**src/rtl/xdff_bank_arb.sv**
```systemverilog
// Round-robin arbiter that turns one granted command into a single-cycle
// enable/set/reset pulse on a W-bit flip-flop bank, then handshakes the winner.
//
// state  | meaning
// IDLE   | sample req0/req1, grant and register the winner's bank controls
// ISSUE  | bank control pulse is on the outputs for exactly one cycle
// ACK    | winner's ack held high until its req drops
module xdff_bank_arb #(
    parameter int W = 4
) (
    input  logic         clk0,
    input  logic         Rs,
    input  logic         req0,
    input  logic         req1,
    input  logic [1:0]   op0,
    input  logic [1:0]   op1,
    input  logic [W-1:0] data0,
    input  logic [W-1:0] data1,
    output logic         ack0,
    output logic         ack1,
    output logic         bank_en,
    output logic [W-1:0] bank_d,
    output logic         bank_s,
    output logic         bank_rs,
    output logic         busy,
    output logic         last_gnt
);

    localparam logic [1:0] OP_NOP   = 2'b00;
    localparam logic [1:0] OP_LOAD  = 2'b01;
    localparam logic [1:0] OP_SET   = 2'b10;
    localparam logic [1:0] OP_CLEAR = 2'b11;

    typedef enum logic [1:0] {
        ST_IDLE  = 2'b00,
        ST_ISSUE = 2'b01,
        ST_ACK   = 2'b10
    } state_t;

    state_t         state, state_nx;
    logic           win, win_nx;
    logic           last_gnt_nx;
    logic           ack0_nx, ack1_nx;
    logic           bank_en_nx, bank_s_nx, bank_rs_nx;
    logic [W-1:0]   bank_d_nx;
    logic           busy_nx;

    logic           gnt_sel;
    logic [1:0]     op_sel;
    logic [W-1:0]   data_sel;
    logic           win_req;

    // A tie goes to the requester that was not served last.
    assign gnt_sel  = (req0 && req1) ? ~last_gnt : req1;
    assign op_sel   = gnt_sel ? op1 : op0;
    assign data_sel = gnt_sel ? data1 : data0;
    assign win_req  = win ? req1 : req0;

    always_comb begin
        state_nx    = state;
        win_nx      = win;
        last_gnt_nx = last_gnt;
        ack0_nx     = 1'b0;
        ack1_nx     = 1'b0;
        bank_en_nx  = 1'b0;
        bank_s_nx   = 1'b0;
        bank_rs_nx  = 1'b0;
        bank_d_nx   = '0;
        busy_nx     = 1'b0;

        case (state)
            ST_IDLE: begin
                if (req0 || req1) begin
                    state_nx    = ST_ISSUE;
                    win_nx      = gnt_sel;
                    last_gnt_nx = gnt_sel;
                    busy_nx     = 1'b1;
                    // The registered controls are the latched command.
                    case (op_sel)
                        OP_LOAD: begin
                            bank_en_nx = 1'b1;
                            bank_d_nx  = data_sel;
                        end
                        OP_SET:   bank_s_nx  = 1'b1;
                        OP_CLEAR: bank_rs_nx = 1'b1;
                        OP_NOP:   ;
                        default:  ;
                    endcase
                end
            end

            ST_ISSUE: begin
                state_nx = ST_ACK;
                busy_nx  = 1'b1;
                ack0_nx  = ~win;
                ack1_nx  = win;
            end

            ST_ACK: begin
                if (!win_req) begin
                    state_nx = ST_IDLE;
                end else begin
                    busy_nx = 1'b1;
                    ack0_nx = ~win;
                    ack1_nx = win;
                end
            end

            default: state_nx = ST_IDLE;
        endcase
    end

    always_ff @(posedge clk0) begin
        if (Rs) begin
            state    <= ST_IDLE;
            win      <= 1'b0;
            last_gnt <= 1'b1;
            ack0     <= 1'b0;
            ack1     <= 1'b0;
            bank_en  <= 1'b0;
            bank_s   <= 1'b0;
            bank_rs  <= 1'b0;
            bank_d   <= '0;
            busy     <= 1'b0;
        end else begin
            state    <= state_nx;
            win      <= win_nx;
            last_gnt <= last_gnt_nx;
            ack0     <= ack0_nx;
            ack1     <= ack1_nx;
            bank_en  <= bank_en_nx;
            bank_s   <= bank_s_nx;
            bank_rs  <= bank_rs_nx;
            bank_d   <= bank_d_nx;
            busy     <= busy_nx;
        end
    end

    a_ack_excl : assert property (@(posedge clk0) disable iff (Rs) !(ack0 && ack1));
    a_ctrl_one : assert property (@(posedge clk0) disable iff (Rs)
                                  $onehot0({bank_en, bank_s, bank_rs}));

endmodule
```
**config.mk**
```make
export PLATFORM = sky130hd
export DESIGN_NAME = xdff_bank_arb
export DESIGN_NICKNAME = d
export VERILOG_FILES = /design/src/rtl/xdff_bank_arb.sv
export SDC_FILE = /design/constraint.sdc
export NUM_CORES = 1
export LEC_CHECK = 0
export ABC_AREA = 1
export CELL_PAD_IN_SITES_DETAIL_PLACEMENT = 1
export CELL_PAD_IN_SITES_GLOBAL_PLACEMENT = 1
export CORE_UTILIZATION = 29
export DETAILED_ROUTE_END_ITERATION = 7
export GPL_TIMING_DRIVEN = 0
export PLACE_DENSITY = 0.83
export SLEW_MARGIN = 40
export SYNTH_ARGS = -nofsm -noshare
export SYNTH_HDL_FRONTEND = slang
export SYNTH_SLANG_ARGS = --single-unit
```
**constraint.sdc**
```tcl
create_clock -name clk0 -period 1.5 [get_ports clk0]
set_input_delay 0.225 -clock clk0 [delete_from_list [all_inputs] [get_ports clk0]]
set_output_delay 0.225 -clock clk0 [all_outputs]
set_load 0.02 [all_outputs]
```
# Yosys cells after proc, flatten, opt, wreduce, memory -nomap -nowiden
# Index checks and enable logic that the tools add are counted.
[op_classes]
reduce_logical = 7
bitwise = 5
mux = 17
n_eq_ne = 7
[op_table]
columns = ["cell", "n"]
rows = [
  ["$mux W1", 9],
  ["$eq A2 B2 Y1 const B", 3],
  ["$mux W2", 3],
  ["$pmux W2 S3", 1],
  ["$not A1 Y1", 5],
  ["$eq A2 B1 Y1 const B", 2],
  ["$mux W4", 1],
  ["$ne A2 B2 Y1 const B", 2],
  ["$pmux W1 S2", 2],
  ["$reduce_and A2 Y1", 2],
  ["$reduce_or A4 Y1", 1],
  ["$pmux W1 S3", 1],
  ["$reduce_or A3 Y1", 1],
  ["$logic_not A2 Y1", 1],
  ["$logic_and A1 B1 Y1", 1],
  ["$logic_or A1 B1 Y1", 1],
]
[word_totals]
reg_bits = 14
output_inout_bits = 11
elab_cells = 46
in_bits = 16

# Longest topological paths before layout
# Gate-level depths: netlist (run 1).
[depth]
ltp_word = 6
mapped_depth = 7
depth_no_buf = 7

# Worst setup path after synthesis (run 1)
# No wires, ideal clock.
[synth_timing]
kind = "flip-flop to flip-flop"
from = "register state[0]"
to = "register busy"
setup_ns = 0.113
n_path_buf = 0
stages_incl_launch_ff = 7
arrival_ns = 0.992
required_time_ns = 1.387
period_less_slack_ns = 1.106
path_slack_ns = 0.394
cell_sequence = "dfxtp_1 inv_1 ha_1 nand3_1 nand2_1 nor2_1 nor3_2"
[synth_via]
elab_chain_len = 2
word_cells_on_any_way = 4
classes_between = "eq/ne: 2; mux: 1; reduce/logical: 1"
[synth_lines]
columns = ["element", "line_no", "source"]
rows = [
  ["start: declaration", "40", "state_t state, state_nx;"],
  ["start signal: assignment", "126", "state <= state_nx;"],
  ["$eq A2 B2 Y1, or another cell as far along", "71", "case (state)"],
  ["$pmux W1 S3 *", "71", ""],
  ["end signal: assignment", "135", "busy <= busy_nx;"],
  ["end: declaration", "25", "output logic busy,"],
]
# Mark *: on every way between the ends. The rest lies on a longest branch, timed or not.
# A chain may end at the register's enable or synchronous reset.

# Final worst setup path (run 1)
[layout_timing]
from = "register busy"
to = "output busy"
# No word-level cell between the ends.

==> results of run 1 <==
## state kept, by name, indices dropped and copies added, names as in the netlist
signal	flops
ack1	1
state	2
bank_s	1
busy	1
win	1
bank_en	1
bank_rs	1
ack0	1
bank_d	4
last_gnt	1
## worst max path at each step
stage,from,endpoint,depth (start not counted)
floorplan,state[0]$_SDFFE_PP0P_,busy$_SDFF_PP0_,6
global placement,req1,state[0]$_SDFFE_PP0P_,6
detailed placement,req1,state[1]$_SDFFE_PP0P_,6
CTS,bank_d[1]$_SDFF_PP0_,bank_d[1],1
global route,ack0$_SDFF_PP0_,ack0,1
finish,busy$_SDFF_PP0_,busy,1
## cell type report
| class | instances | area (sq um) | share of cell area |
|---|---|---|---|
| inverters | 16 | 60.1 | 0.0592 |
| flip-flops and latches | 14 | 280 | 0.276 |
| well taps | 28 | 35.0 | 0.0345 |
| clock buffers | 3 | 22.5 | 0.0222 |
| multi-input cells | 61 | 358 | 0.353 |
| repair buffers | 26 | 259 | 0.255 |
## timing repair
item	CTS	global route
gates resized for setup	1	0
hold buffers	0	0
setup endpoints to repair	1	0
## power breakdown
part | total [W] | internal [W] | switching, W
sequential | 0.000447 | 0.000419 | 0.0000281
clock | 0.000207 | 0.0000928 | 0.000114
combinational | 0.000423 | 0.000178 | 0.000245
total | 0.00108 | 0.000690 | 0.000387
## cells by family (layout without fill, tap and decap cells)
logic type / count (synthesis) / count (layout) / synth area share
AND/OR/NAND/NOR: 52 / 52 / 0.385
AO/OA/AOI/OAI: 4 / 4 / 0.0376
adder cells (fa/ha/maj): 5 / 5 / 0.0896
flip-flops: 14 / 14 / 0.401
buffers and inverters: 16 / 45 / 0.0860
## layer usage
layer / vias to the layer above / part of all wire / track usage
li1: 339 / - / -
met1: 291 / 0.40 / 0.159
met2: 18 / 0.55 / 0.300
met5: - / 0 / 0
met3: 0 / 0.053 / 0.0357
met4: 0 / 0 / 0.0694
## layout by cell type, fill, tap and decap left out, drive strengths merged
| cell type | count |
|---|---|
| nand2 | 30 |
| clkdlybuf4s50 | 25 |
| inv | 16 |
| dfxtp | 14 |
| nor2 | 10 |
| nand3 | 6 |
| ha | 5 |
| clkbuf | 3 |
| nand4 | 2 |
| a21oi | 2 |
| nand3b | 1 |
| o21ai | 1 |
| nor4 | 1 |
| a211oi | 1 |
| nor3b | 1 |
| nor3 | 1 |
| dlygate4sd2 | 1 |
## cell usage after synthesis
cell type,n,share of area
nand2_1,24,0.13
inv_1,16,0.086
dfxtp_1,14,0.40
nor2_1,9,0.048
ha_1,5,0.090
nand3_1,5,0.036
nand2_2,4,0.036
a21oi_1,2,0.014
nand2_4,2,0.032
nand4_1,2,0.018
a211oi_1,1,0.011
nand3_4,1,0.025
nand3b_1,1,0.011
nor2_2,1,0.0090
nor3_2,1,0.014
nor3b_2,1,0.018
nor4_1,1,0.0090
o21ai_2,1,0.013
## per-stage QoR
step / setup TNS [ns] / instances / hold slack, ns / util
floorplan: 0 / 91 / 0.294 / -
global placement: 0 / 145 / 0.504 / 0.445
detailed placement: -0.149 / 145 / 0.510 / 0.445
CTS: 0 / 148 / 0.528 / 0.454
global route: 0 / 148 / 0.559 / 0.454
finish: 0 / 148 / 0.520 / 0.454
## worst min-delay path, cell delays in order (launching register included)
cell and delay [ns]:
dfxtp_1 0.34, nand2_1 0.08, nand3_1 0.06
==> impl_metrics.json, run 1 <==
{
  "clock-root-buffer": "clkbuf_4",
  "critical-path-top-delay-family": "buffers and inverters",
  "max_stage_delay_ns": 0.59,
  "netlist_area_sq_um": 698,
  "hold_class": "register to register",
  "gp_congestion": 0.842,
  "drt_iter0_drc": 2,
  "nFillCells": 287,
  "outcome": "finished, final reports clean",
  "drv_cap": 0,
  "crit_type": "register to primary output",
  "tightest_slew_ns": 0.304,
  "antenna_found_initial": 0,
  "crit_chain": "clkdlybuf4s50_1",
  "cts_tree": "done",
  "dpl_cell_area_sq_um": 993,
  "required_ns": 1.27,
  "max_freq_ghz": 0.709,
  "num_antenna_cells": 0,
  "rsz0062_at_grt": "no",
  "drt_pass1_iterations": 2,
  "yosysWarnings": 0,
  "rr_startpoint": "state[0]$_SDFFE_PP0P_",
  "drive_gt1_frac": 0.117,
  "slew_viol_final": 0,
  "synth_nets": 112,
  "p_leak_nw": 0.489,
  "cp-start-kind": "register",
  "maxSlewHeadroom": 0.797,
  "r2r_cells": 6,
  "post_cts_buffers": 0,
  "h-tree-depth": 1,
  "critPathMaxFanout": 1,
  "clk_path_buf_depth": 2,
  "p_total_w": 0.00108,
  "worstSetupEndpointType": "primary output",
  "min_from": "last_gnt$_SDFFE_PP1P_",
  "vias_per_cell": 4.38,
  "num_vias": 648,
  "final_hold_viol_count": 0,
  "grt_pass1_vias": 748,
  "arrival_ns": 1.19,
  "reg2reg_slack_ns": 0.21,
  "hold_end": "last_gnt$_SDFFE_PP1P_",
  "r2r_end": "busy$_SDFF_PP0_",
  "fin_crit_sh": 0.941,
  "ys_ff_latch": 14,
  "area_delta_synth_final_pct": 45.3,
  "fp-row-count": 17,
  "syn_area_per_cell_sq_um": 7.67,
  "drcViolationCount": 0,
  "min_period_ns": 1.41,
  "core-area_sq_um": 2230,
  "num_io_pins": 27,
  "vdd_drop_max_uv": 703,
  "numCtsBuffers": 3,
  "nets": 143,
  "wl_um": 1700,
  "die_h_um": 51.1,
  "clkSlewWorstSetupHoldPaths_ns": 0.08,
  "setup_viol": 0,
  "io_buffers": 26,
  "fin_area_sq_um": 1010,
  "critPathSlowestCell": "clkdlybuf4s50_1",
  "start_util": 0.313,
  "hpwl_um": 1440,
  "numClockSinks": 14,
  "place_ws_ns": -0.0419,
  "drtAntennaViolNets": 0,
  "wire_per_inst_um": 11.5,
  "synth_cells": 91,
  "synth_seq_area_share": 0.401,
  "track_usage": 0.157,
  "grt_pass1_wl_um": 3040,
  "ys_types": 18,
  "grt_overflow": 0,
  "setup_ws_ns": 0.0890,
  "fin_skew_ns": 0.00507,
  "die_w_um": 51.1,
  "dieArea_sq_um": 2610,
  "clk_latency_ns": 0.27,
  "cp_num_buf_inv": 1,
  "grt_max_degree": 8,
  "min_path_cells": 2,
  "pwr_density_cell_nw_per_um2": 1060
}
Power figures use the tool's default switching activity.
==> run 2, diff against run 1 <==
--- a/config.mk
+++ b/config.mk
@@ -9,10 +9,11 @@
 export CELL_PAD_IN_SITES_DETAIL_PLACEMENT = 1
 export CELL_PAD_IN_SITES_GLOBAL_PLACEMENT = 1
 export CORE_UTILIZATION = 29
+export CTS_BUF_LIST = sky130_fd_sc_hd__clkbuf_16
 export DETAILED_ROUTE_END_ITERATION = 7
 export GPL_TIMING_DRIVEN = 0
 export PLACE_DENSITY = 0.83
-export SLEW_MARGIN = 40
+export SLEW_MARGIN = 10
 export SYNTH_ARGS = -nofsm -noshare
 export SYNTH_HDL_FRONTEND = slang
 export SYNTH_SLANG_ARGS = --single-unit
==> run 2 against run 1 <==
Net effect: sequential power about the same; register-to-register slack barely moved; non-clock buffer count did not move; design area increased by 5.3%; critical path depth stayed put; critical path type unchanged; highest routed layer is now met4.
==> impl_metrics.json, run 2 (synthesized netlist as in run 1, its figures left out) <==
{
  "outcome": "finished, final reports clean",
  "placedCellCount": 145,
  "hold_class": "register to register",
  "final_cells": 148,
  "num_vias": 664,
  "seqPwrFrac": 0.329,
  "largest_register_ffs": 4,
  "tightest_slew_ns": 0.314,
  "clk_latency_ns": 0.24,
  "crit_chain": "clkdlybuf4s50_1",
  "clk_path_buf_depth": 2,
  "area_delta_synth_final_pct": 53.0,
  "drive_gt1_frac": 0.117,
  "final_core_util": 0.478,
  "reg_top3": "bank_d (4), state (2)",
  "critPathSlowestCell": "clkdlybuf4s50_1",
  "sw_frac_of_total": 0.305,
  "gp_congestion": 0.842,
  "nFillCells": 281,
  "required_ns": 1.27,
  "clock-root-buffer": "clkbuf_16",
  "cts_tree": "done",
  "cp-start-kind": "register",
  "final_hold_viol_count": 0,
  "comb_power_share": 0.313,
  "wire_per_inst_um": 12.0,
  "arrival_ns": 1.23,
  "drtAntennaViolNets": 0,
  "grt_pass1_wl_um": 3080,
  "clkSlewWorstSetupHoldPaths_ns": 0.04,
  "clkPwrFrac": 0.358,
  "vias_per_cell": 4.49,
  "dpl_cell_area_sq_um": 993,
  "drt_pass1_iterations": 2,
  "post_cts_buffers": 0,
  "fin_crit_sh": 0.968,
  "hpwl_um": 1440,
  "nets": 143,
  "critPathMaxFanout": 3,
  "cp_num_buf_inv": 1,
  "worstSetupEndpointType": "primary output",
  "vdd_drop_max_uv": 612,
  "p_int_w": 0.000951,
  "p_leak_nw": 0.513,
  "dieArea_sq_um": 2610,
  "slew_viol_final": 0,
  "rsz0062_at_grt": "no",
  "cts_resized": 0,
  "fin_setup_tns_ns": 0,
  "track_usage": 0.162,
  "grt_max_degree": 8,
  "die_h_um": 51.1,
  "wl_um": 1770,
  "critical-path-top-delay-family": "buffers and inverters",
  "fp-row-count": 17,
  "numCtsBuffers": 3,
  "max_freq_ghz": 0.689,
  "grt_overflow": 0,
  "final_cell_mix": "clkdlybuf4s50_1, nand2_1, inv_1",
  "numClockSinks": 14,
  "grt_pass1_vias": 759,
  "crit_type": "register to primary output",
  "power_switching_w": 0.000417,
  "min_period_ns": 1.45,
  "h-tree-depth": 1,
  "drv_cap": 0,
  "die_w_um": 51.1,
  "regMostFlops": "bank_d",
  "io_buffers": 26,
  "pwr_density_cell_nw_per_um2": 1280,
  "setup_viol": 0,
  "final_common_cell": "clkdlybuf4s50_1",
  "start_util": 0.313,
  "drt_iter0_drc": 2,
  "maxSlewHeadroom": 0.790,
  "cts.hold.buffers_added": 0,
  "antenna_found_initial": 0,
  "fin_skew_ns": 0.00118,
  "num_io_pins": 27,
  "num_antenna_cells": 0,
  "max_stage_delay_ns": 0.62,
  "core-area_sq_um": 2230,
  "fin_area_sq_um": 1070,
  "drcViolationCount": 0
}
-- run 2: worst paths after layout --
path | startpoint | to | slack (ns) | depth (start not counted)
max reg2reg | state[0]$_SDFFE_PP0P_ | busy$_SDFF_PP0_ | 0.21 | 6
min | last_gnt$_SDFFE_PP1P_ | last_gnt$_SDFFE_PP1P_ | 0.52 | 2
min reg2reg | last_gnt$_SDFFE_PP1P_ | last_gnt$_SDFFE_PP1P_ | 0.52 | 2
max | last_gnt$_SDFFE_PP1P_ | last_gnt | 0.05 | 1
-- run 2: cell type report --
class / count / area (sq um) / share of cell area
Inverter: 16 / 60.1 / 0.0562
Timing Repair Buffer: 26 / 260 / 0.244
Multi-Input combinational cell: 61 / 358 / 0.335
Sequential cell: 14 / 280 / 0.262
Tap cell: 28 / 35.0 / 0.0328
Clock buffer: 3 / 75.1 / 0.0703
-- run 2: power by group through the flow --
stage	Sequential, W	Clock [W]	Combinational, W
CTS	0.000451	0.000505	0.000438
floorplan	0.000487	0	0.000233
global placement	0.000455	0	0.000409
detailed placement	0.000457	0	0.000434
finish	0.000450	0.000490	0.000428
global route	0.000455	0.000523	0.000486
-- run 2: per-layer routing --
layer | vias up | share of wire | GRT usage
met2 | 24 | 0.54 | 0.305
li1 | 338 | - | -
met1 | 298 | 0.38 | 0.161
met4 | 0 | 0.021 | 0.102
met5 | - | 0 | 0
met3 | 4 | 0.057 | 0.0298
-- run 2: metrics by stage --
step           worst slack [ns]  hold slack [ns]  total power, W
3_5_place_dp            -0.0419            0.510        0.000891
4_1_cts                  0.0319            0.526         0.00139
5_1_grt                 0.00273            0.555         0.00146
6_report                 0.0480            0.520         0.00137
3_3_place_gp             0.0132            0.504        0.000864
2_1_floorplan             0.394            0.294        0.000720
